===== src/rtl/ps2_host_tx.sv =====
// ---------------------------------------------------------------------------
// ps2_host_tx
//
// Host-to-device PS/2 transmitter. Sends one command byte (for example 0xED
// set-LEDs or 0xFF reset) to a keyboard. The sequence is:
//   1. Inhibit: ps2_clk is held low for INHIBIT_CYCLES system clocks.
//   2. Request-to-send: ps2_data is pulled low (start bit), then ps2_clk is
//      released so the device can begin clocking.
//   3. On every device clock falling edge the next bit goes out, LSB first:
//      d0..d7, odd parity, stop.
//   4. On the 11th falling edge the device's line-ack is sampled.
//   5. The transmitter waits for both lines to return high, then signals done.
// A timeout counter covers the whole device-clocked part of the transfer.
//
// Ports:
//   clk          system clock; all logic on posedge
//   rst          synchronous, active-high reset
//   tx_start     1-cycle request, accepted only while busy=0
//   tx_data      command byte, captured when tx_start is accepted
//   ps2_clk_in   raw PS/2 clock pin level (asynchronous)
//   ps2_data_in  raw PS/2 data pin level (asynchronous)
//   ps2_clk_oe   1 = pull ps2_clk low, 0 = release (registered)
//   ps2_data_oe  1 = pull ps2_data low, 0 = release (registered)
//   busy         high from the cycle after accept until the done cycle
//   done         1-cycle pulse at the end of a transfer (success or failure)
//   ack_err      valid with done, held until the next accept;
//                1 = device did not ack, or the transfer timed out
// ---------------------------------------------------------------------------
module ps2_host_tx #(
    parameter int INHIBIT_CYCLES = 5000,
    parameter int TIMEOUT_CYCLES = 1000000
) (
    input  logic       clk,
    input  logic       rst,
    input  logic       tx_start,
    input  logic [7:0] tx_data,
    input  logic       ps2_clk_in,
    input  logic       ps2_data_in,
    output logic       ps2_clk_oe,
    output logic       ps2_data_oe,
    output logic       busy,
    output logic       done,
    output logic       ack_err
);

    // One counter serves both the inhibit interval and the timeout, since
    // the two phases never overlap.
    localparam int MAX_CYCLES = (INHIBIT_CYCLES > TIMEOUT_CYCLES) ?
                                INHIBIT_CYCLES : TIMEOUT_CYCLES;
    localparam int CNT_W = $clog2(MAX_CYCLES + 1);

    localparam logic [CNT_W-1:0] INHIBIT_LAST = CNT_W'(INHIBIT_CYCLES - 1);
    localparam logic [CNT_W-1:0] TIMEOUT_LAST = CNT_W'(TIMEOUT_CYCLES - 1);
    localparam logic [3:0]       LAST_BIT     = 4'd10;

    typedef enum logic [2:0] {
        S_IDLE,
        S_INHIBIT,
        S_REQ,
        S_SEND,
        S_ACK,
        S_WAIT_IDLE,
        S_DONE
    } state_t;

    state_t            state;
    state_t            state_n;
    logic [CNT_W-1:0]  cnt;
    logic [CNT_W-1:0]  cnt_n;
    logic [3:0]        bit_cnt;
    logic [3:0]        bit_cnt_n;
    logic [10:0]       shreg;
    logic [10:0]       shreg_n;
    logic              ack_err_n;
    logic              clk_oe_n;
    logic              data_oe_n;

    logic              clk_meta;
    logic              clk_sync;
    logic              clk_hist;
    logic              data_meta;
    logic              data_sync;
    logic              fe;
    logic              timeout;

    // Pin synchronizers: two flops for metastability, one extra history flop
    // on the clock so a falling edge can be detected on synchronized levels.
    always_ff @(posedge clk) begin
        clk_meta  <= ps2_clk_in;
        clk_sync  <= clk_meta;
        clk_hist  <= clk_sync;
        data_meta <= ps2_data_in;
        data_sync <= data_meta;
    end

    assign fe      = clk_hist & ~clk_sync;
    assign timeout = (cnt == TIMEOUT_LAST);

    // Next-state and datapath logic
    always_comb begin
        state_n   = state;
        cnt_n     = cnt;
        bit_cnt_n = bit_cnt;
        shreg_n   = shreg;
        ack_err_n = ack_err;

        case (state)
            S_IDLE: begin
                if (tx_start) begin
                    state_n   = S_INHIBIT;
                    cnt_n     = '0;
                    bit_cnt_n = '0;
                    // Bit 0 is the start bit so that the line value is
                    // always shreg[0]; ones shift in behind the stop bit.
                    shreg_n   = {1'b1, ~^tx_data, tx_data, 1'b0};
                    ack_err_n = 1'b0;
                end
            end

            S_INHIBIT: begin
                if (cnt == INHIBIT_LAST) begin
                    state_n = S_REQ;
                    cnt_n   = '0;
                end else begin
                    cnt_n = cnt + 1'b1;
                end
            end

            S_REQ: begin
                state_n = S_SEND;
                cnt_n   = '0;
            end

            S_SEND: begin
                // A timeout wins over a clock edge arriving in the same cycle.
                if (timeout) begin
                    state_n   = S_DONE;
                    ack_err_n = 1'b1;
                end else begin
                    cnt_n = cnt + 1'b1;
                    if (fe) begin
                        if (bit_cnt == LAST_BIT) begin
                            // 11th falling edge: the device drives its ack now.
                            state_n   = S_ACK;
                            ack_err_n = data_sync;
                        end else begin
                            bit_cnt_n = bit_cnt + 1'b1;
                            shreg_n   = {1'b1, shreg[10:1]};
                        end
                    end
                end
            end

            S_ACK: begin
                if (timeout) begin
                    state_n   = S_DONE;
                    ack_err_n = 1'b1;
                end else begin
                    cnt_n   = cnt + 1'b1;
                    state_n = S_WAIT_IDLE;
                end
            end

            S_WAIT_IDLE: begin
                if (timeout) begin
                    state_n   = S_DONE;
                    ack_err_n = 1'b1;
                end else begin
                    cnt_n = cnt + 1'b1;
                    if (clk_sync && data_sync) begin
                        state_n = S_DONE;
                    end
                end
            end

            S_DONE: begin
                state_n = S_IDLE;
            end

            default: begin
                state_n = S_IDLE;
            end
        endcase
    end

    // Line drivers are decoded from the next state and registered so the
    // open-drain enables never glitch.
    always_comb begin
        clk_oe_n  = (state_n == S_INHIBIT) || (state_n == S_REQ);
        data_oe_n = (state_n == S_REQ) || ((state_n == S_SEND) && !shreg_n[0]);
    end

    // Control registers
    always_ff @(posedge clk) begin
        if (rst) begin
            state       <= S_IDLE;
            cnt         <= '0;
            bit_cnt     <= '0;
            ack_err     <= 1'b0;
            ps2_clk_oe  <= 1'b0;
            ps2_data_oe <= 1'b0;
            busy        <= 1'b0;
            done        <= 1'b0;
        end else begin
            state       <= state_n;
            cnt         <= cnt_n;
            bit_cnt     <= bit_cnt_n;
            ack_err     <= ack_err_n;
            ps2_clk_oe  <= clk_oe_n;
            ps2_data_oe <= data_oe_n;
            busy        <= (state_n != S_IDLE);
            done        <= (state_n == S_DONE);
        end
    end

    // Frame shift register
    always_ff @(posedge clk) begin
        shreg <= shreg_n;
    end

endmodule


===== config.mk =====
export PLATFORM = sky130hd
export DESIGN_NAME = ps2_host_tx
export DESIGN_NICKNAME = d
export VERILOG_FILES = /design/src/rtl/ps2_host_tx.sv
export SDC_FILE = /design/constraint.sdc
export NUM_CORES = 1
export LEC_CHECK = 0
export ABC_AREA = 1
export ABC_CLOCK_PERIOD_IN_PS = 2600
export CAP_MARGIN = 20
export CORE_ASPECT_RATIO = 1.25
export CORE_UTILIZATION = 32
export DETAILED_ROUTE_END_ITERATION = 8
export PLACE_DENSITY_LB_ADDON = 0.1
export SLEW_MARGIN = 20
export SYNTH_ARGS = -nofsm -noshare
export SYNTH_HDL_FRONTEND = slang
export SYNTH_SLANG_ARGS = --single-unit

===== constraint.sdc =====
create_clock -name clk -period 2.6 [get_ports clk]
set_clock_uncertainty 0.1 [all_clocks]
set_input_delay 0.65 -clock clk [delete_from_list [all_inputs] [get_ports clk]]
set_output_delay 0.65 -clock clk [all_outputs]
set_load 0.005 [all_outputs]

---- Word level (Yosys, flattened, before mapping) ----
Index checks and enable logic that the tools add are counted.
storage, ports and cells
  output and inout bits ................... 5
  register bits after elaboration ......... 48
operators by class
  add/subtract/negate cells ............... 2
  bitwise logic cells ..................... 2
  eq/ne operators ......................... 20
  multiplexer cells ....................... 29
  reduce and logical (&&, ||, !) cells .... 16
operator list
  kind                                                                count
  20-bit case mux with 4 select lines                                 1
  20-bit 2-to-1 mux                                                   3
  11-bit 2-to-1 mux                                                   4
  11-bit case mux with 2 select lines                                 1
  3-bit 2-to-1 mux                                                    7
  20-bit by 1-bit adder with 20-bit output (second input constant)    1
  20-bit by 13-bit == test with 1-bit output (second input constant)  1
  20-bit == test (second input constant)                              1
  3-bit case mux with 6 select lines                                  1
  4-bit 2-to-1 mux                                                    4
  3-bit by 2-bit == test with 1-bit output (second input constant)    4
  2-bit != test (second input constant)                               5
  5-bit AND reduction                                                 2
  3-bit == test (second input constant)                               3
  4-bit case mux with 2 select lines                                  1
  8-bit XNOR reduction                                                1
  3-bit by 1-bit == test with 1-bit output (second input constant)    2
  3-bit != test (second input constant)                               2
  3-bit nonzero test                                                  2
  1-bit 2-to-1 mux                                                    5
  4-bit by 1-bit adder with 4-bit output (second input constant)      1
  4-bit == test (second input constant)                               1
  4-bit nonzero test                                                  1
  3-bit logical NOT                                                   1
  other kinds (12)                                                    14

---- Depth between registers and ports, before layout ----
  word-level depth ........................ 8
  gate-level depth with buffers ........... 12
  gate-level depth less buffers ........... 12

---- Least setup slack after synthesis ----
Ideal clock, no wire load.
  path type ............................... input-to-reg
  start ................................... input port tx_start
  end ..................................... register shreg[10], enable pin
  data arrival time ....................... 1.338 ns
  setup slack ............................. 0.803 ns
  cell stages on the path ................. 4
  cells stage by stage .................... inv_1 nor2_4 inv_1 nand2_1
between the ends
  cells in the longest elaborated chain, start to end .. 2
ends and longest elaborated chain
  item                           RTL line  text
  from (decl)                    35        input logic tx_start,
  2-bit != test (no line)        n/a
  5-bit AND reduction (no line)  n/a
  to (signal assigned)           218       shreg <= shreg_n;
  to (decl)                      72        logic [10:0] shreg;
Every way passes these cells.
A chain may end at the register's enable or synchronous reset.

==> flow_metrics.py <==
metrics = {
    "status": {
        "status": "completed",
    },
    "min_path": {
        "hold_class": "register to register",
    },
    "logic_synthesis": {
        "seq_area_frac_synth_pct": 36.9,
        "synth.avg_cell_area_um2": 6.74,
        "synth_top_area_share_pct": 26.5,
        "synthTopCellsByArea": "dfxtp_1 26%, nand2_1 16%, edfxtp_1 10%, nand3_1 8.0%, nor2_1 6.4%",
        "ys_seq_elements": 48,
        "netlist_instances": 426,
        "yosysTopAreaCell": "dfxtp_1",
        "syn_area_um2": 2870,
        "ys.warnings.count": 0,
        "synth_nets": 442,
        "synth_cell_types": 36,
    },
    "timing": {
        "worstMarginPinSlew_ns": 0.480,
        "setup_viol": 0,
        "hold_viol": 0,
        "drv_slew": 0,
        "slew_headroom_pct": 67.8,
        "fin_crit_sh_pct": 76.1,
        "setup_tns_ns": 0,
        "rsz0062_at_grt": "no",
        "fin_crit_ns": 1.98,
        "max_freq_ghz": 0.505,
    },
    "critical_path": {
        "worstPathArrival_ns": 1.95,
        "path_buf_inv": 2,
        "rr_startpoint": "cnt[1]",
        "slowest_delay_ns": 0.39,
        "worstSetupEndpoint": "shreg[7]",
        "cpMostUsedCell": "nand2_2",
        "worstSetupPathType": "register to register",
        "r2r_end": "shreg[7]",
        "start_kind": "register",
        "cp.depth": 9,
        "slowest_stage": "dfxtp_1",
        "crit_chain": "ha_1, nand2_2, clkinv_2, nand2_2, nor2_1, nand3_1, nand3_2, inv_1, a22o_1",
        "crit_family": "simple AND/OR/NAND/NOR gates",
        "r2r_cells": 9,
        "crit_fanout": 11,
        "end_kind": "register",
        "cp.required_ns": 2.57,
        "critPathLaunch": "cnt[1]",
        "reg2reg_slack_ns": 0.62,
    },
    "die": {
        "coreArea_um2": 8700,
        "ios": 18,
        "fp.dieH_um": 108,
        "start_util_pct": 33.0,
        "die_w_um": 86.7,
        "core.rowCount": 38,
        "dieArea_um2": 9360,
    },
    "global_routing": {
        "grt_pass1_vias": 2679,
        "grt_antenna_before_repair": 0,
        "grt_max_degree": 21,
        "grt_pass1_wl_um": 13100,
        "groute.usage.overall_pct": 18.5,
        "grt_overflow_total": 0,
    },
    "final_layout": {
        "drive_gt1_share_pct": 8.02,
        "antenna-diode-count": 0,
        "areaGrowthSynthToFinish_pct": 16.5,
        "final_cell_area_um2": 3350,
        "fin_nets": 464,
    },
    "run": {
        "maxCapViolCount": 0,
    },
    "clock_network": {
        "cts_tree": "built",
        "clk_latency_ns": 0.31,
        "cts-root-buf": "clkbuf_8",
        "cts_buffers": 5,
        "ctsHoldBuffers": 0,
        "clock_path_buffers": 2,
        "clk_pin_slew_ns": 0.09,
        "post_cts_resized": 0,
        "numClockSinks": 48,
        "postCtsSetupRepairBufs": 0,
        "htree_num_levels": 2,
    },
    "power_and_ir_drop": {
        "p_leak_nw": 1.32,
        "ir_drop_mv": 0.203,
        "power.density_nw_per_um2": 481,
    },
    "route": {
        "viasPerCell": 4.77,
        "drtPass1Iterations": 5,
        "drc": 0,
        "ant_nets": 0,
        "drt_wl_total_um": 7890,
        "vias": 2713,
        "drt_first_iter_violations": 113,
        "routedWlPerCell_um": 13.9,
    },
    "placed_design": {
        "io_buffers": 17,
        "place_area_um2": 3210,
        "dp.final_hpwl_um": 6190,
        "gp_congestion": 0.940,
    },
}
-- synth_stat cells --
master	count
nand2_1	123
nor2_1	49
nand3_1	46
inv_1	39
dfxtp_1	38
a21oi_1	31
nand4_1	12
edfxtp_1	10
o21ai_0	10
a22o_1	8
xnor2_1	7
buf_2	6
nand2_2	5
nor3_1	5
nor2_2	4
clkbuf_1	3
ha_1	3
o211ai_1	3
and2_1	2
buf_6	2
clkinv_1	2
o21bai_1	2
or2_2	2
xor2_1	2
a21o_1	1
a31oi_1	1
and3b_1	1
clkinv_2	1
inv_2	1
inv_4	1
nand3_2	1
nand3_4	1
nand3b_1	1
nand4_2	1
nor2_4	1
nor3_2	1
-- worst register-to-register path: stages, from the launching register on --
cell,delay (ns)
dfxtp_1,0.39
ha_1,0.20
nand2_2,0.08
clkinv_2,0.08
nand2_2,0.06
nor2_1,0.11
nand3_1,0.14
nand3_2,0.16
inv_1,0.19
a22o_1,0.24
-- power breakdown --
group          internal, W  switching, W  leakage, nW
Clock             0.000387      0.000270       0.0687
Combinational    0.0000680     0.0000908        0.844
Sequential        0.000785    0.00000897        0.408
-- metrics by stage --
| step | power [W] | hold slack, ns | std cells | worst slack [ns] | utilization [%] |
|---|---|---|---|---|---|
| finish | 0.00161 | 0.234 | 569 | 0.620 | 38.5 |
| CTS | 0.00164 | 0.238 | 569 | 0.594 | 38.5 |
| global route | 0.00168 | 0.244 | 569 | 0.396 | 38.5 |
| floorplan | 0.000904 | 0.210 | 426 | 0.803 | - |
| detailed placement | 0.000973 | 0.215 | 561 | 0.306 | 36.9 |
| global placement | 0.000972 | 0.211 | 561 | 0.336 | 36.9 |
-- cell families (layout without fill, tap and decap cells) --
logic type               count (synthesis)  after routing  synth area share, %
AO/OA/AOI/OAI                           56             56                 11.4
flip-flops                              48             48                 36.9
AND/OR/NAND/NOR                        255            255                 39.5
XOR/XNOR                                 9              9                 2.75
adder cells (fa/ha/maj)                  3              3                 1.31
buffers and inverters                   55             78                 8.10
-- per-layer routing --
metal  global-route usage [%]  routed length, µm  vias to the layer above
li1                         -                  -                     1440
met1                     21.5               3520                     1215
met2                     32.8               3920                       45
met3                     3.76                276                       13
met4                     7.50                180                        0
met5                        0                  0                        -
-- final cells by class --
cell class	instances	area [µm²]
repair buffers	26	250
inverters	44	169
clock inverters	3	68.8
multi-input cells	323	1580
clock buffers	5	68.8
fillers	960	5360
flip-flops and latches	48	1060
well taps	120	150
-- flip-flops by register name, summed over array words and instances, names as in the netlist, 3 cells and up --
signal,flops
shreg,11
bit_cnt,4
state,3
cnt,20
-- worst min path at each step --
stage                         start   endpoint  cells past startpoint
after floorplan            clk_meta   clk_sync                      0
after global placement    data_meta  data_sync                      0
after detailed placement   clk_meta   clk_sync                      0
after CTS                  clk_meta   clk_sync                      0
after global routing       clk_meta   clk_sync                      0
final                      clk_meta   clk_sync                      0
-- cells in the final DEF, fill, tap and decap left out, drive strengths merged, types with 3 or more instances in the layout --
cell type	n
a21oi	31
nand3	48
clkbuf	5
ha	3
nand2	128
clkdlybuf4s50	17
xnor2	7
nor3	6
nand4	13
inv	42
nor2	54
clkinv	3
o21ai	10
dfxtp	38
o211ai	3
buf	9
a22o	8
edfxtp	10
Power figures use the tool's default switching activity.
